===== config.mk =====
export PLATFORM = sky130hd
export DESIGN_NAME = rf_scoreboard
export DESIGN_NICKNAME = d
export VERILOG_FILES = /design/src/rtl/rf_pkg.sv /design/src/rtl/rf_scoreboard.sv
export SDC_FILE = /design/constraint.sdc
export NUM_CORES = 1
export LEC_CHECK = 0
export ABC_AREA = 1
export CAP_MARGIN = 15
export CORE_MARGIN = 4
export CORE_UTILIZATION = 25
export CTS_BUF_LIST = sky130_fd_sc_hd__clkbuf_4
export CTS_CLUSTER_DIAMETER = 100
export DETAILED_ROUTE_END_ITERATION = 7
export PLACE_DENSITY_LB_ADDON = 0.05
export RECOVER_POWER = 100
export SLEW_MARGIN = 30
export SYNTH_ARGS = -nofsm -noshare
export SYNTH_HDL_FRONTEND = slang
export SYNTH_SLANG_ARGS = --single-unit

===== constraint.sdc =====
create_clock -name clk -period 3.5 [get_ports clk]
set_clock_uncertainty 0.05 [all_clocks]
set_input_delay 0.7 -clock clk [delete_from_list [all_inputs] [get_ports clk]]
set_output_delay 0.7 -clock clk [all_outputs]
set_load 0.02 [all_outputs]

===== src/rtl/rf_pkg.sv =====
// Register-file scoreboard shared definitions, reused by decode and write-back.
package rf_pkg;

    localparam int REG_ADDR_W = 5;
    localparam int NUM_REGS   = 32;

    typedef enum logic [1:0] {
        IDLE   = 2'd0,
        ACTIVE = 2'd1,
        DRAIN  = 2'd2
    } sb_state_t;

    // One-hot select for a register; x0 is hard-wired and never tracked.
    function automatic logic [NUM_REGS-1:0] reg_mask(input logic [REG_ADDR_W-1:0] addr);
        logic [NUM_REGS-1:0] m;
        m       = '0;
        m[addr] = 1'b1;
        m[0]    = 1'b0;
        return m;
    endfunction

endpackage


===== src/rtl/rf_scoreboard.sv =====
// Register-file scoreboard: per-register pending-write bits, RAW/WAW issue
// interlock, outstanding-write counter and a flush/drain FSM.
module rf_scoreboard
    import rf_pkg::*;
#(
    parameter int MAX_PENDING = 4
) (
    input  logic                  clk,
    input  logic                  rst_n,
    input  logic                  issue_valid,
    input  logic [REG_ADDR_W-1:0] issue_rs1,
    input  logic [REG_ADDR_W-1:0] issue_rs2,
    input  logic [REG_ADDR_W-1:0] issue_rd,
    input  logic                  issue_rd_we,
    output logic                  issue_ready,
    input  logic                  wb_valid,
    input  logic [REG_ADDR_W-1:0] wb_rd,
    input  logic                  flush,
    output logic [NUM_REGS-1:0]   busy,
    output logic [5:0]            pending_cnt,
    output logic                  draining,
    output logic                  wb_err
);

    sb_state_t           state;
    logic                rd_tracked;
    logic                rd_hazard;
    logic                set_en;
    logic                clr_en;
    logic                wb_spurious;
    logic [NUM_REGS-1:0] busy_nxt;
    logic [5:0]          cnt_nxt;

    // Issue interlock from registered busy only, so a same-cycle write-back
    // never releases a hazard.
    always_comb begin
        rd_tracked  = issue_rd_we && (issue_rd != '0);
        rd_hazard   = rd_tracked &&
                      (busy[issue_rd] || (pending_cnt >= 6'(MAX_PENDING)));
        issue_ready = (state != DRAIN) && !flush &&
                      !busy[issue_rs1] && !busy[issue_rs2] && !rd_hazard;
    end

    // Next busy vector and count; set and clear never hit the same register
    // because the WAW check blocks issue to a busy rd.
    always_comb begin
        set_en      = issue_valid && issue_ready && rd_tracked;
        clr_en      = wb_valid && busy[wb_rd];
        wb_spurious = wb_valid && !busy[wb_rd];
        busy_nxt    = busy;
        if (set_en) busy_nxt = busy_nxt | reg_mask(issue_rd);
        if (clr_en) busy_nxt = busy_nxt & ~reg_mask(wb_rd);
        cnt_nxt     = pending_cnt + {5'd0, set_en} - {5'd0, clr_en};
    end

    // Busy bits, outstanding count and sticky write-back error.
    always_ff @(posedge clk or negedge rst_n) begin
        if (!rst_n) begin
            busy        <= '0;
            pending_cnt <= '0;
            wb_err      <= 1'b0;
        end else begin
            busy        <= busy_nxt;
            pending_cnt <= cnt_nxt;
            if (wb_spurious) wb_err <= 1'b1;
        end
    end

    // Scoreboard FSM; draining is registered alongside the state.
    always_ff @(posedge clk or negedge rst_n) begin
        if (!rst_n) begin
            state    <= IDLE;
            draining <= 1'b0;
        end else begin
            case (state)
                IDLE, ACTIVE: begin
                    if (flush) begin
                        state    <= (cnt_nxt != '0) ? DRAIN : IDLE;
                        draining <= (cnt_nxt != '0);
                    end else begin
                        state    <= (cnt_nxt != '0) ? ACTIVE : IDLE;
                        draining <= 1'b0;
                    end
                end
                DRAIN: begin
                    // Further flushes are ignored; only retirement leaves DRAIN.
                    if (cnt_nxt == '0) begin
                        state    <= IDLE;
                        draining <= 1'b0;
                    end
                end
                default: begin
                    state    <= IDLE;
                    draining <= 1'b0;
                end
            endcase
        end
    end

endmodule


# --- After elaboration in Yosys (flattened, before gate mapping) ---
# Index checks and enable logic that the tools add are counted.
# Widths: inputs -> output; s select.
word_totals:
  reg_bits: 42
  latchBits: 0
  ramBits: 0
  mem_bits_ro: 0
  input_bits: 26
  out_inout_bits: 41
  memories: 0
classes:
  add_sub_neg: 2
  multipliers: 0
  n_div: 0
  order_cmp: 7
  eq_ne: 4
  n_shift: 0
  n_mux: 22
  bitwise: 3
  reduce_logical: 23
op_table:
  columns: ["op", "count"]
  rows:
  - ["$mux 32", 2]
  - ["$and 32x32->32", 1]
  - ["$not 32->32", 1]
  - ["$or 32x32->32", 1]
  - ["$lt 5x6->1 const B", 4]
  - ["$bmux 1 s5", 4]
  - ["$logic_and 1x1->1", 12]
  - ["$demux 1 s5", 2]
  - ["$ge 5x1->1 const B", 2]
  - ["$mux 1", 9]
  - ["$add 6x1->6", 1]
  - ["$ge 6x3->1 const B", 1]
  - ["$logic_not 6->1", 1]
  - ["$mux 2", 3]
  - ["$reduce_bool 6->1", 1]
  - ["$sub 6x1->6", 1]
  - ["$logic_not 1->1", 5]
  - ["$reduce_bool 5->1", 1]
  - ["$ne 2x2->1 const B", 2]
  - ["$pmux 2 s2", 1]
  - ["$eq 2x1->1 const B", 1]
  - ["$eq 2x2->1 const B", 1]
  - ["$logic_not 2->1", 1]
  - ["$pmux 1 s2", 1]
  - ["2 further kinds", 2]

# --- Depth between registers and ports, before layout ---
logic_depth:
  ltp_word: 14
  depth_mapped: 27

# --- Worst setup path after synthesis ---
# Ideal clock, no wire load.
synth_path:
  path_kind: "input-to-reg"
  from: "input port issue_rd[0]"
  to: "register state[0]"
  setup_time_ns: 0.134
  t_arrival_ns: 3.411
  required_time_ns: 3.316
  setup_slack_ns: -0.094
  stages: 27
  path_buffers: 3
  cell_sequence: "buf_6 > buf_12 > nand2_2 > nand2_1 > nand2_1 > nand2_1 > nand2_1 > nand3_1 > nor2_1 > nand2_1 > nand2_1 > nand2_2 > nor2_4 > buf_6 > nand2_1 > ha_1 > inv_1 > ha_1 > fa_1 > a21oi_1 > nor2_1 > nor2_1 > xor2_1 > nor3_1 > nand2_1 > nor2_1 > nor3_1"
synth_via:
  elab_chain_cells: 14
  word_cells_on_any_way: 18
  classes_between: "add/sub (2); eq/ne (1); mux (5); reduce/logical (10)"
synth_lines:
  columns: ["element", "line_no", "rtl"]
  rows:
  - ["start: declaration", "rf_scoreboard.sv:13", "input logic [REG_ADDR_W-1:0] issue_rd,"]
  - ["$bmux 1 s5", "rf_scoreboard.sv:39", "(busy[issue_rd] || (pending_cnt >= 6'(MAX_PENDING)));"]
  - ["$mux 1 (not written as such)", "rf_scoreboard.sv:39", null]
  - ["$logic_or 1x1->1", "rf_scoreboard.sv:39", null]
  - ["$logic_and 1x1->1 (*)", "rf_scoreboard.sv:38", "rd_hazard = rd_tracked &&"]
  - ["$logic_not 1->1 (*)", "rf_scoreboard.sv:41", "!busy[issue_rs1] && !busy[issue_rs2] && !rd_hazard;"]
  - ["$logic_and 1x1->1 (*)", "rf_scoreboard.sv:41", null]
  - ["named net issue_ready", "rf_scoreboard.sv:15", "output logic issue_ready,"]
  - ["$logic_and 1x1->1 (*) (2 in a row)", "rf_scoreboard.sv:47", "set_en = issue_valid && issue_ready && rd_tracked;"]
  - ["$add 6x1->6 (*)", "rf_scoreboard.sv:53", "cnt_nxt = pending_cnt + {5'd0, set_en} - {5'd0, clr_en};"]
  - ["$sub 6x1->6 (*)", "rf_scoreboard.sv:53", null]
  - ["named net cnt_nxt[4]", "rf_scoreboard.sv:32", "logic [5:0] cnt_nxt;"]
  - ["$reduce_bool 6->1", "rf_scoreboard.sv:81", "state <= (cnt_nxt != '0) ? ACTIVE : IDLE;"]
  - ["$mux 1", "rf_scoreboard.sv:81", null]
  - ["$mux 2", "rf_scoreboard.sv:77", "if (flush) begin"]
  - ["$pmux 2 s2", "rf_scoreboard.sv:75", "case (state)"]
  - ["end signal: assignment", "rf_scoreboard.sv:78", "state <= (cnt_nxt != '0) ? DRAIN : IDLE;"]
  - ["end signal: assignment", "rf_scoreboard.sv:81", null]
  - ["end: declaration", "rf_scoreboard.sv:25", "sb_state_t state;"]
# The timed path passes the listed nets; every way through them passes the cells marked *. The select of a mux whose other input is x is not followed.
# A chain may end at the register's enable or synchronous reset.

# --- Final worst setup path ---
layout_path:
  from: "input port issue_rs2[0]"
  to: "register state[0]"
layout_via:
  elab_chain_cells: 13
  word_cells_on_any_way: 15
  classes_between: "add/sub (2); eq/ne (1); mux (5); reduce/logical (7)"
layout_lines:
  columns: ["element", "line_no", "rtl"]
  rows:
  - ["start: declaration", "rf_scoreboard.sv:12", "input logic [REG_ADDR_W-1:0] issue_rs2,"]
  - ["$bmux 1 s5 (*)", "rf_scoreboard.sv:41", null]
  - ["$mux 1 (not written as such) (*)", "rf_scoreboard.sv:41", null]
  - ["$logic_not 1->1 (*)", "rf_scoreboard.sv:41", null]
  - ["$logic_and 1x1->1 (*) (2 in a row)", "rf_scoreboard.sv:41", null]
  - ["$logic_and 1x1->1 (*) (2 in a row)", "rf_scoreboard.sv:47", null]
  - ["$add 6x1->6 (*)", "rf_scoreboard.sv:53", null]
  - ["$sub 6x1->6 (*)", "rf_scoreboard.sv:53", null]
  - ["named net cnt_nxt[4]", "rf_scoreboard.sv:32", null]
  - ["$reduce_bool 6->1", "rf_scoreboard.sv:81", null]
  - ["$mux 1", "rf_scoreboard.sv:81", null]
  - ["$mux 2", "rf_scoreboard.sv:77", null]
  - ["$pmux 2 s2", "rf_scoreboard.sv:75", null]
# Marked as above.

==> flow_metrics.py <==
metrics = {
    "floorplan": {
        "rows": 43,
        "core-area_um2": 14000,
        "dieWidth_um": 128,
        "pin_count": 67,
        "start_util": 0.257,
        "dieArea_um2": 16400,
        "dieHeight_um": 128,
    },
    "timing": {
        "finalSetupViolations": 0,
        "hold_viol": 0,
        "report.final.slew_viol_count": 41,
        "rsz0062_at_grt": "true",
        "fmax_mhz": 298,
        "fin_crit_ns": 3.36,
        "tightest_slew_ns": 2.31,
        "min_period_over_period": 0.960,
        "max_slew_margin": -0.537,
    },
    "drt": {
        "drtIter0Drc": 341,
        "ant_nets": 0,
        "num_vias": 4353,
        "via_per_inst": 5.01,
        "first_pass_iters": 5,
        "drc": 0,
        "wl_mm": 15.6,
        "wl_per_cell_um": 18.0,
    },
    "synth": {
        "synth.area.top_cells": "dfrtp_1 28%, nand2_1 15%, nand3_1 13%",
        "ys_types": 29,
        "yosysWarnings": 0,
        "ys_ff_latch": 40,
        "synthesis.area_um2": 3600,
        "syn-num-nets": 611,
        "ys_seq_area_frac": 0.278,
        "synth.largest_area_cell": "dfrtp_1",
        "synth_top_area_frac": 0.278,
        "netlist_instances": 575,
        "syn_area_per_cell_um2": 6.26,
    },
    "power": {
        "ir_drop_mv": 0.459,
        "p_switching_mw": 1.26,
        "p_clk_frac": 0.091,
        "p_comb_frac": 0.627,
        "intPower_mw": 1.43,
        "cellPowerDensity_nw_per_um2": 533,
        "p_leak_nw": 2.40,
        "pwr-share-seq": 0.281,
        "swShare": 0.468,
        "totalPowerFinal_mw": 2.69,
    },
    "finish": {
        "syn2layout_area_growth_pct": 40.3,
        "drive_gt1_frac": 0.194,
        "layout_common_cells": "143 x nand2_1, 91 x nand3_1, 68 x inv_1",
        "fin_nets": 725,
        "fin_cells": 869,
        "final_area_um2": 5050,
        "n_antenna_cell": 0,
        "final_common_cell": "nand2_1",
    },
    "placement": {
        "port_buffers": 65,
        "dp.cells": 852,
        "dpl.hpwl_mm": 12.0,
        "gp_congestion": 0.916,
        "placed_cell_area_um2": 4750,
    },
    "setup_path": {
        "path_common_cell": "nand2_1",
        "crit_arrival_ns": 3.58,
        "crit_chain": "clkbuf_2 -> bufbuf_16 -> nand2_1 -> nand3_1 -> nand3_1 -> nand2_1 -> nand2_1 -> nand3_1 -> nand3_2 -> nor2_4 -> nand2_4 -> ha_4 -> inv_2 -> ha_4 -> fa_2 -> a21oi_2 -> nor2_1 -> nor2_1 -> xor2_1 -> nor3_1 -> nand2_1 -> nor2_2 -> nor3_2",
        "path_max_fanout": 9,
        "crit_path_max_incr_delay_ns": 0.37,
        "crit_type": "in2reg",
        "end_kind": "flip-flop",
        "critPathLaunchType": "input pin",
        "cp_slowest_cell": "fa_2",
        "crit_required_ns": 3.72,
    },
    "clocking": {
        "cts.htree.levels": 2,
        "cts_tree": "yes",
        "clk_latency_ns": 0.37,
        "cts_buffers": 5,
        "clk_pin_slew_ns": 0.14,
        "root_buffer": "clkbuf_4",
        "clkSinkCount": 40,
        "cts_max_path_buffers": 2,
    },
    "global_routing": {
        "grt_use_total": 0.191,
        "antenna_found_initial": 0,
        "grt_max_degree": 41,
        "grt_pass1_vias": 4309,
        "grt_overflow": 0,
        "grt_pass1_wl_mm": 24.3,
    },
    "hold_path": {
        "hold_path.class": "reg2reg",
    },
    "outcome": {
        "outcome": "complete, but fails checks",
        "violations": "max-capacitance violations, max-slew violations",
    },
    "run": {
        "max-cap-violations": 1,
    },
}
-- layer usage --
metal  global-route usage  wire, µm  vias up
li1                     -         -     2106
met1                0.264      7000     2008
met2                0.301      7050      199
met3               0.0308      1010       40
met4               0.0712       571        0
met5                    0         0        -
-- power groups by stage --
stage	logic, mW	registers (mW)	clock network, mW
floorplan	0.692	0.885	0
global placement	1.60	0.775	0
detailed placement	1.59	0.773	0
CTS	1.69	0.765	0.261
global route	1.87	0.781	0.273
finish	1.69	0.758	0.245
-- cell type report --
cell class | instances | area, µm²
Fill cell | 1525 | 8940
Multi-Input combinational cell | 425 | 2190
Tap cell | 180 | 225
Clock inverter | 2 | 12.5
Inverter | 85 | 344
Clock buffer | 5 | 37.5
Timing Repair Buffer | 132 | 1240
Sequential cell | 40 | 1000
-- state kept, by name (all words and copies together) (netlist names) --
signal / flops
busy: 31
wb_err: 1
pending_cnt: 6
state: 2
-- through the flow --
stage	TNS [ns]	hold slack, ns	util	setup WS [ns]
final	0	0.456	0.361	0.140
after global routing	-0.125	0.487	0.361	-0.0741
after floorplan	-0.00410	0.354	-	-0.00410
after CTS	0	0.252	0.352	0.00328
after global placement	-3.26	0.430	0.339	-0.710
after detailed placement	-3.17	0.427	0.339	-0.726
-- cell usage after synthesis --
library cell	instances
nand2_1	146
nand3_1	93
inv_1	80
nor3_1	49
nor2_1	44
dfrtp_1	40
a21oi_1	36
o21ai_1	12
buf_6	9
ha_1	9
a22oi_1	8
nand2_2	8
buf_2	7
buf_4	7
o22ai_1	6
xor2_1	4
inv_2	3
nor2_4	2
o211ai_1	2
a21boi_0	1
a31o_2	1
buf_12	1
buf_8	1
clkinv_2	1
conb_1	1
fa_1	1
inv_4	1
nand3b_1	1
o221ai_1	1
-- worst max-delay path: cells and delay by family --
| kind | cells | cell delay [ns] |
|---|---|---|
| compound gates | 1 | 0.14 |
| simple gates | 15 | 1.36 |
| buf+inv | 3 | 0.47 |
| fa+ha+maj | 3 | 0.78 |
| xor+xnor | 1 | 0.09 |
-- cell families (layout without fill, tap and decap cells) --
logic type,Yosys count,count (layout),share of synthesized area
xor+xnor,4,4,0.00973
simple gates,343,343,0.418
fa+ha+maj,10,10,0.0368
compound gates,67,67,0.105
flops,40,40,0.278
buf+inv,110,224,0.152
other cells,1,1,0.00104
-- worst paths after layout --
path	from	to	slack [ns]	depth (start not counted)
max	issue_rs2[0]	state[0]$_DFFE_PN0P_	0.14	23
min	wb_err$_DFFE_PN0P_	wb_err$_DFFE_PN0P_	0.46	1
max reg2reg	busy[25]$_DFF_PN0_	state[0]$_DFFE_PN0P_	0.20	22
min reg2reg	wb_err$_DFFE_PN0P_	wb_err$_DFFE_PN0P_	0.46	1
max in group asynchronous	rst_n	busy[17]$_DFF_PN0_	1.14	1
min in group asynchronous	rst_n	busy[2]$_DFF_PN0_	0.96	1
-- repair_timing --
| action | CTS | global route |
|---|---|---|
| pin swaps | 5 | 23 |
| buffers inserted | 3 | 5 |
| hold buffers | 0 | 0 |
| gates cloned | 3 | 0 |
| resized for setup | 26 | 52 |
| setup endpoints to repair | 4 | 5 |
Note: power is estimated with default switching activity, not from simulation.
